**src/rtl/stream_record_writer.sv**
```systemverilog
// stream_record_writer: captures one packet of 64-bit stream beats into a
// replayable binary record image (0x38-byte header, then 24 bytes per beat).
// Optional build macro STREAM_RECORD_WAIT_EN adds an idle-cycle counter word
// written after the last record and referenced by the header wait fields.
module stream_record_writer #(
    parameter int unsigned           ADDR_WIDTH = 32,
    parameter logic [ADDR_WIDTH-1:0] BASE_ADDR  = '0,
    parameter int unsigned           MAX_BEATS  = 1024
) (
    input  logic                               clk,
    input  logic                               rst_n,
    input  logic                               start,
    input  logic [63:0]                        s_data,
    input  logic [7:0]                         s_keep,
    input  logic                               s_last,
    input  logic                               s_valid,
    output logic                               s_ready,
    output logic [ADDR_WIDTH-1:0]              mem_addr,
    output logic [63:0]                        mem_wdata,
    output logic                               mem_we,
    input  logic                               mem_ready,
    output logic                               busy,
    output logic                               done,
    output logic                               overflow,
    output logic [$clog2(MAX_BEATS+1)-1:0]     beat_count
);

    localparam int unsigned CNT_W = $clog2(MAX_BEATS + 1);
    localparam logic [ADDR_WIDTH-1:0] HDR_BYTES = ADDR_WIDTH'(56);
    localparam logic [ADDR_WIDTH-1:0] REC_BYTES = ADDR_WIDTH'(24);

    typedef enum logic [2:0] {
        S_IDLE,
        S_ACCEPT,
        S_WR_DATA,
        S_WR_KEEP,
        S_WR_LAST,
        S_HDR
`ifdef STREAM_RECORD_WAIT_EN
        , S_WR_WAIT
`endif
    } state_t;

    state_t                  state_q, state_d;
    logic                    s_ready_q, s_ready_d;
    logic [ADDR_WIDTH-1:0]   mem_addr_q, mem_addr_d;
    logic [63:0]             mem_wdata_q, mem_wdata_d;
    logic                    mem_we_q, mem_we_d;
    logic                    busy_q, busy_d;
    logic                    done_q, done_d;
    logic                    overflow_q, overflow_d;
    logic [CNT_W-1:0]        beat_cnt_q, beat_cnt_d;
    logic [7:0]              keep_q, keep_d;
    logic                    last_q, last_d;
    logic [ADDR_WIDTH-1:0]   rec_off_q, rec_off_d;   // image offset of the next record
    logic [2:0]              hdr_idx_q, hdr_idx_d;
`ifdef STREAM_RECORD_WAIT_EN
    logic [63:0]             wait_cnt_q, wait_cnt_d;
`endif

    // Header word by index; data_end is the offset just past the last record.
    function automatic logic [63:0] hdr_word(input logic [2:0] idx, input logic [63:0] data_end);
        logic [63:0] wait_end;
`ifdef STREAM_RECORD_WAIT_EN
        wait_end = data_end + 64'd8;
`else
        wait_end = data_end;
`endif
        case (idx)
            3'd0:    hdr_word = wait_end;
            3'd1:    hdr_word = 64'd0;
            3'd2:    hdr_word = 64'h38;
            3'd3:    hdr_word = 64'h38;
            3'd4:    hdr_word = data_end;
            3'd5:    hdr_word = data_end;
            3'd6:    hdr_word = wait_end;
            default: hdr_word = 64'd0;
        endcase
    endfunction

    // Next-state and registered-output computation.
    always_comb begin
        state_d     = state_q;
        s_ready_d   = 1'b0;
        mem_addr_d  = mem_addr_q;
        mem_wdata_d = mem_wdata_q;
        mem_we_d    = mem_we_q;
        done_d      = 1'b0;
        overflow_d  = overflow_q;
        beat_cnt_d  = beat_cnt_q;
        keep_d      = keep_q;
        last_d      = last_q;
        rec_off_d   = rec_off_q;
        hdr_idx_d   = hdr_idx_q;
`ifdef STREAM_RECORD_WAIT_EN
        wait_cnt_d  = wait_cnt_q;
`endif
        case (state_q)
            S_IDLE: begin
                mem_we_d = 1'b0;
                if (start) begin
                    state_d    = S_ACCEPT;
                    s_ready_d  = 1'b1;
                    beat_cnt_d = '0;
                    overflow_d = 1'b0;
                    rec_off_d  = HDR_BYTES;
`ifdef STREAM_RECORD_WAIT_EN
                    wait_cnt_d = 64'd0;
`endif
                end
            end
            S_ACCEPT: begin
                if (s_valid) begin
                    state_d     = S_WR_DATA;
                    keep_d      = s_keep;
                    last_d      = s_last;
                    beat_cnt_d  = beat_cnt_q + CNT_W'(1);
                    mem_we_d    = 1'b1;
                    mem_addr_d  = BASE_ADDR + rec_off_q;
                    mem_wdata_d = s_data;
                end else begin
                    s_ready_d = 1'b1;
`ifdef STREAM_RECORD_WAIT_EN
                    if (wait_cnt_q != {64{1'b1}}) begin
                        wait_cnt_d = wait_cnt_q + 64'd1;
                    end
`endif
                end
            end
            S_WR_DATA: begin
                if (mem_ready) begin
                    state_d     = S_WR_KEEP;
                    mem_addr_d  = BASE_ADDR + rec_off_q + ADDR_WIDTH'(8);
                    mem_wdata_d = 64'(keep_q);
                end
            end
            S_WR_KEEP: begin
                if (mem_ready) begin
                    state_d     = S_WR_LAST;
                    mem_addr_d  = BASE_ADDR + rec_off_q + ADDR_WIDTH'(16);
                    mem_wdata_d = 64'(last_q);
                end
            end
            S_WR_LAST: begin
                if (mem_ready) begin
                    rec_off_d = rec_off_q + REC_BYTES;
                    if (last_q || (beat_cnt_q == CNT_W'(MAX_BEATS))) begin
                        overflow_d = ~last_q;
`ifdef STREAM_RECORD_WAIT_EN
                        state_d     = S_WR_WAIT;
                        mem_addr_d  = BASE_ADDR + rec_off_d;
                        mem_wdata_d = wait_cnt_q;
`else
                        state_d     = S_HDR;
                        hdr_idx_d   = 3'd0;
                        mem_addr_d  = BASE_ADDR;
                        mem_wdata_d = hdr_word(3'd0, 64'(rec_off_d));
`endif
                    end else begin
                        state_d   = S_ACCEPT;
                        s_ready_d = 1'b1;
                        mem_we_d  = 1'b0;
                    end
                end
            end
`ifdef STREAM_RECORD_WAIT_EN
            S_WR_WAIT: begin
                if (mem_ready) begin
                    state_d     = S_HDR;
                    hdr_idx_d   = 3'd0;
                    mem_addr_d  = BASE_ADDR;
                    mem_wdata_d = hdr_word(3'd0, 64'(rec_off_q));
                end
            end
`endif
            S_HDR: begin
                if (mem_ready) begin
                    if (hdr_idx_q == 3'd6) begin
                        state_d  = S_IDLE;
                        mem_we_d = 1'b0;
                        done_d   = 1'b1;
                    end else begin
                        hdr_idx_d   = hdr_idx_q + 3'd1;
                        mem_addr_d  = mem_addr_q + ADDR_WIDTH'(8);
                        mem_wdata_d = hdr_word(hdr_idx_q + 3'd1, 64'(rec_off_q));
                    end
                end
            end
            default: begin
                state_d  = S_IDLE;
                mem_we_d = 1'b0;
            end
        endcase
        busy_d = (state_d != S_IDLE);
    end

    // State and output registers with synchronous reset.
    always_ff @(posedge clk) begin
        if (!rst_n) begin
            state_q     <= S_IDLE;
            s_ready_q   <= 1'b0;
            mem_addr_q  <= '0;
            mem_wdata_q <= 64'd0;
            mem_we_q    <= 1'b0;
            busy_q      <= 1'b0;
            done_q      <= 1'b0;
            overflow_q  <= 1'b0;
            beat_cnt_q  <= '0;
            keep_q      <= 8'd0;
            last_q      <= 1'b0;
            rec_off_q   <= '0;
            hdr_idx_q   <= 3'd0;
`ifdef STREAM_RECORD_WAIT_EN
            wait_cnt_q  <= 64'd0;
`endif
        end else begin
            state_q     <= state_d;
            s_ready_q   <= s_ready_d;
            mem_addr_q  <= mem_addr_d;
            mem_wdata_q <= mem_wdata_d;
            mem_we_q    <= mem_we_d;
            busy_q      <= busy_d;
            done_q      <= done_d;
            overflow_q  <= overflow_d;
            beat_cnt_q  <= beat_cnt_d;
            keep_q      <= keep_d;
            last_q      <= last_d;
            rec_off_q   <= rec_off_d;
            hdr_idx_q   <= hdr_idx_d;
`ifdef STREAM_RECORD_WAIT_EN
            wait_cnt_q  <= wait_cnt_d;
`endif
        end
    end

    assign s_ready    = s_ready_q;
    assign mem_addr   = mem_addr_q;
    assign mem_wdata  = mem_wdata_q;
    assign mem_we     = mem_we_q;
    assign busy       = busy_q;
    assign done       = done_q;
    assign overflow   = overflow_q;
    assign beat_count = beat_cnt_q;

endmodule

```
**config.mk**
```make
export PLATFORM = sky130hd
export DESIGN_NAME = stream_record_writer
export DESIGN_NICKNAME = d
export VERILOG_FILES = /design/src/rtl/stream_record_writer.sv
export SDC_FILE = /design/constraint.sdc
export NUM_CORES = 1
export LEC_CHECK = 0
export ABC_AREA = 1
export CAP_MARGIN = 20
export CORE_MARGIN = 2
export CORE_UTILIZATION = 55
export DETAILED_ROUTE_END_ITERATION = 8
export DONT_BUFFER_PORTS = 1
export PLACE_DENSITY = 0.69
export RECOVER_POWER = 50
export SLEW_MARGIN = 5
export SYNTH_ARGS = -nofsm -noshare
export SYNTH_HDL_FRONTEND = slang
export SYNTH_SLANG_ARGS = --single-unit
```
**constraint.sdc**
```tcl
create_clock -name clk -period 2.34 [get_ports clk]
set_input_delay 0.585 -clock clk [delete_from_list [all_inputs] [get_ports clk]]
set_output_delay 0.585 -clock clk [all_outputs]
set_load 0.005 [all_outputs]
```
==> results.py <==
metrics = {
    "outcome": {
        "outcome": "complete, no violations",
    },
    "logic_synthesis": {
        "synth_cell_types": 50,
        "yosysSeqAreaShare_pct": 33.15,
        "syn_inst": 1472,
        "synth_warnings": 0,
        "synth_edf_count": 0,
        "syn_nets": 1561,
        "yosys_most_used_dff": "dfxtp_1",
        "ys_async_sr_fraction_pct": 0,
        "ys_ff_latch": 154,
        "syn_area_um2": 9299,
        "syn-mean-instance-area_um2": 6.317,
    },
    "global_routing": {
        "grt_overflow": 0,
        "grt_max_degree": 79,
        "grtUsageMet3_pct": 8.428,
        "grt_busiest_layer": "met2",
        "met1_usage_pct": 43.96,
        "use_met2_pct": 59.63,
        "grt_antenna_before_repair": 0,
        "grt_first_pass_wirelength_um": 50660,
        "first_global_vias": 9696,
        "grt_use_total_pct": 35.93,
    },
    "final_layout": {
        "final_cell_mix": "nand2_1 (338), a21oi_1 (197), o21ai_0 (155)",
        "fin_nets": 1580,
        "drive_gt1_share_pct": 11.10,
        "final_core_util_pct": 63.91,
        "num_antenna_cells": 0,
        "layout.cells.most_common": "nand2_1",
        "areaGrowthSynthToFinish_pct": 13.97,
    },
    "power": {
        "peakVddDrop_uv": 605.3,
        "combPwrFrac_pct": 20.3,
        "internal-power_mw": 4.886,
        "pwr-share-seq_pct": 42.3,
        "power_switching_mw": 2.700,
        "power_density_nw_per_um2": 715.8,
        "p_sw_share_pct": 35.59,
        "p_leak_nw": 3.979,
        "clockPowerShare_pct": 37.4,
    },
    "die": {
        "die_w_um": 134.0,
        "die_area_um2": 17960,
        "rows": 47,
        "io_pins": 190,
        "die_h_um": 134.0,
        "start_util_pct": 56.07,
        "core_area_um2": 16580,
    },
    "placed_design": {
        "dp_hpwl_um": 23470,
        "preCtsSetupSlack_ns": 0.05655,
        "io_buffers": 0,
        "place.gp.congestion": 1.081,
    },
    "critical_path": {
        "crit_type": "reg -> reg",
        "cp-start-kind": "register",
        "arrival_ns": 2.57,
        "critPathRequiredTime_ns": 2.72,
        "crit_path_max_fanout": 7,
        "rrSetupSlack_ns": 0.16,
        "end_kind": "register",
        "r2r_cells": 14,
    },
    "hold_path": {
        "hold_depth": 2,
        "holdCritPathClass": "in -> reg",
    },
    "clock_network": {
        "clk_pin_slew_ns": 0.07,
        "cts.sinks": 154,
        "cts_tree": "yes",
        "clock-root-buffer": "clkbuf_16",
        "h-tree-depth": 4,
        "numCtsBuffers": 17,
        "cts_buffer_depth": 2,
        "insertion_delay_ns": 0.45,
        "cts_hold_buf": 0,
    },
    "sta": {
        "setup_violations": 0,
        "period_minus_slack_ns": 2.182,
        "tns_ns": 0,
        "min_period_over_period_pct": 93.27,
        "relSlewSlack_pct": 68.72,
        "finClkSkew_ns": 0.01130,
        "hold_violations": 0,
        "slew_violations": 0,
        "finalWorstSetupSlack_ns": 0.1576,
        "fmax_mhz": 458.2,
        "tightestPinTransition_ns": 0.4644,
    },
    "route": {
        "drtIter0Drc": 851,
        "viasPerCell": 5.998,
        "routedWlPerCell_um": 18.69,
        "num_vias": 10340,
        "dr.pass1.iters": 5,
        "ant_nets": 0,
        "drc": 0,
        "drt-total-wl_um": 32230,
    },
    "job": {
        "maxCapViolCount": 0,
    },
}
==> through the flow <==
step	cells	hold slack, ns	power, mW	instance area (um^2)
6_report	1724	0.2626	7.586	10600
5_1_grt	1724	0.2674	7.930	10600
4_1_cts	1722	0.2543	7.587	10570
3_5_place_dp	1690	0.4487	4.771	9967
3_3_place_gp	1690	0.4464	4.748	9967
2_1_floorplan	1472	0.4297	4.222	9299
==> registers in the layout, indices dropped and copies added (netlist names), 3 cells and up <==
signal      count
mem_addr       30
mem_wdata      64
beat_count     11
hdr_idx_q       3
state_q         3
keep_q          8
rec_off_q      29
==> area by class of cell <==
cell class,instances,area (um^2)
tap,220,275.3
multi-input combinational,1100,5346
fill,1623,5986
sequential,154,3093
timing repair buffer,92,805.8
clock inverter,15,173.9
clock buffer,17,425.4
inverter,126,478.0
==> worst max-delay path: stages (launching register included) <==
cell and delay [ns]:
dfxtp_2 0.45, buf_12 0.15, nand4_1 0.08, nand2_1 0.12
ha_1 0.17, nand2_1 0.10, nor2_4 0.22, nand3b_1 0.16
nor2_1 0.21, nor2_1 0.06, nor2_1 0.08, nand2_1 0.06
nand2_1 0.05, nand2_1 0.05, a21oi_1 0.13
==> synthesized netlist by cell type, types with 14 or more instances <==
cell type | n | share of area [%]
nor3_1 | 14 | 0.75
nand3_1 | 152 | 8.2
clkbuf_1 | 49 | 2.0
nand4_1 | 27 | 1.8
o211ai_1 | 23 | 1.9
dfxtp_1 | 154 | 33
a21oi_1 | 197 | 11
nand2_1 | 339 | 14
nor2_1 | 108 | 4.4
buf_2 | 22 | 1.2
inv_1 | 117 | 4.7
o21ai_0 | 156 | 8.4
==> power groups by stage <==
stage | Sequential (mW) | Combinational (mW) | Clock (mW)
after floorplan | 3.15 | 1.07 | 0
after global placement | 3.26 | 1.49 | 0
after detailed placement | 3.26 | 1.51 | 0
after CTS | 3.20 | 1.52 | 2.87
after global routing | 3.24 | 1.72 | 2.97
final | 3.21 | 1.54 | 2.84
==> final timing paths <==
path / end / from
setup / recovery: mem_addr[21] / state_q[0]
hold / removal: mem_addr[1] / rst_n
setup reg to reg: mem_addr[21] / state_q[0]
hold reg to reg: keep_q[4] / keep_q[4]
==> routing by layer <==
layer	wire, um	share of wire [%]
met3	2655	8.2
met2	15380	48
met5	0	0
met4	1459	4.5
met1	12730	40
==> logic make-up (layout without fill, tap and decap cells) <==
logic type	Yosys count	after routing	synth area share, %
simple gates	671	671	31.39
compound gates	413	413	23.72
flops	154	154	33.15
xor+xnor	5	5	0.4709
fa+ha+maj	11	11	1.480
buf+inv	218	250	9.782
==> repair_timing <==
action | CTS | global route
resized for setup | 0 | 22
buffers inserted | 0 | 2
endpoints found under the setup margin | 0 | 86
(Power assumes the default switching activity.)
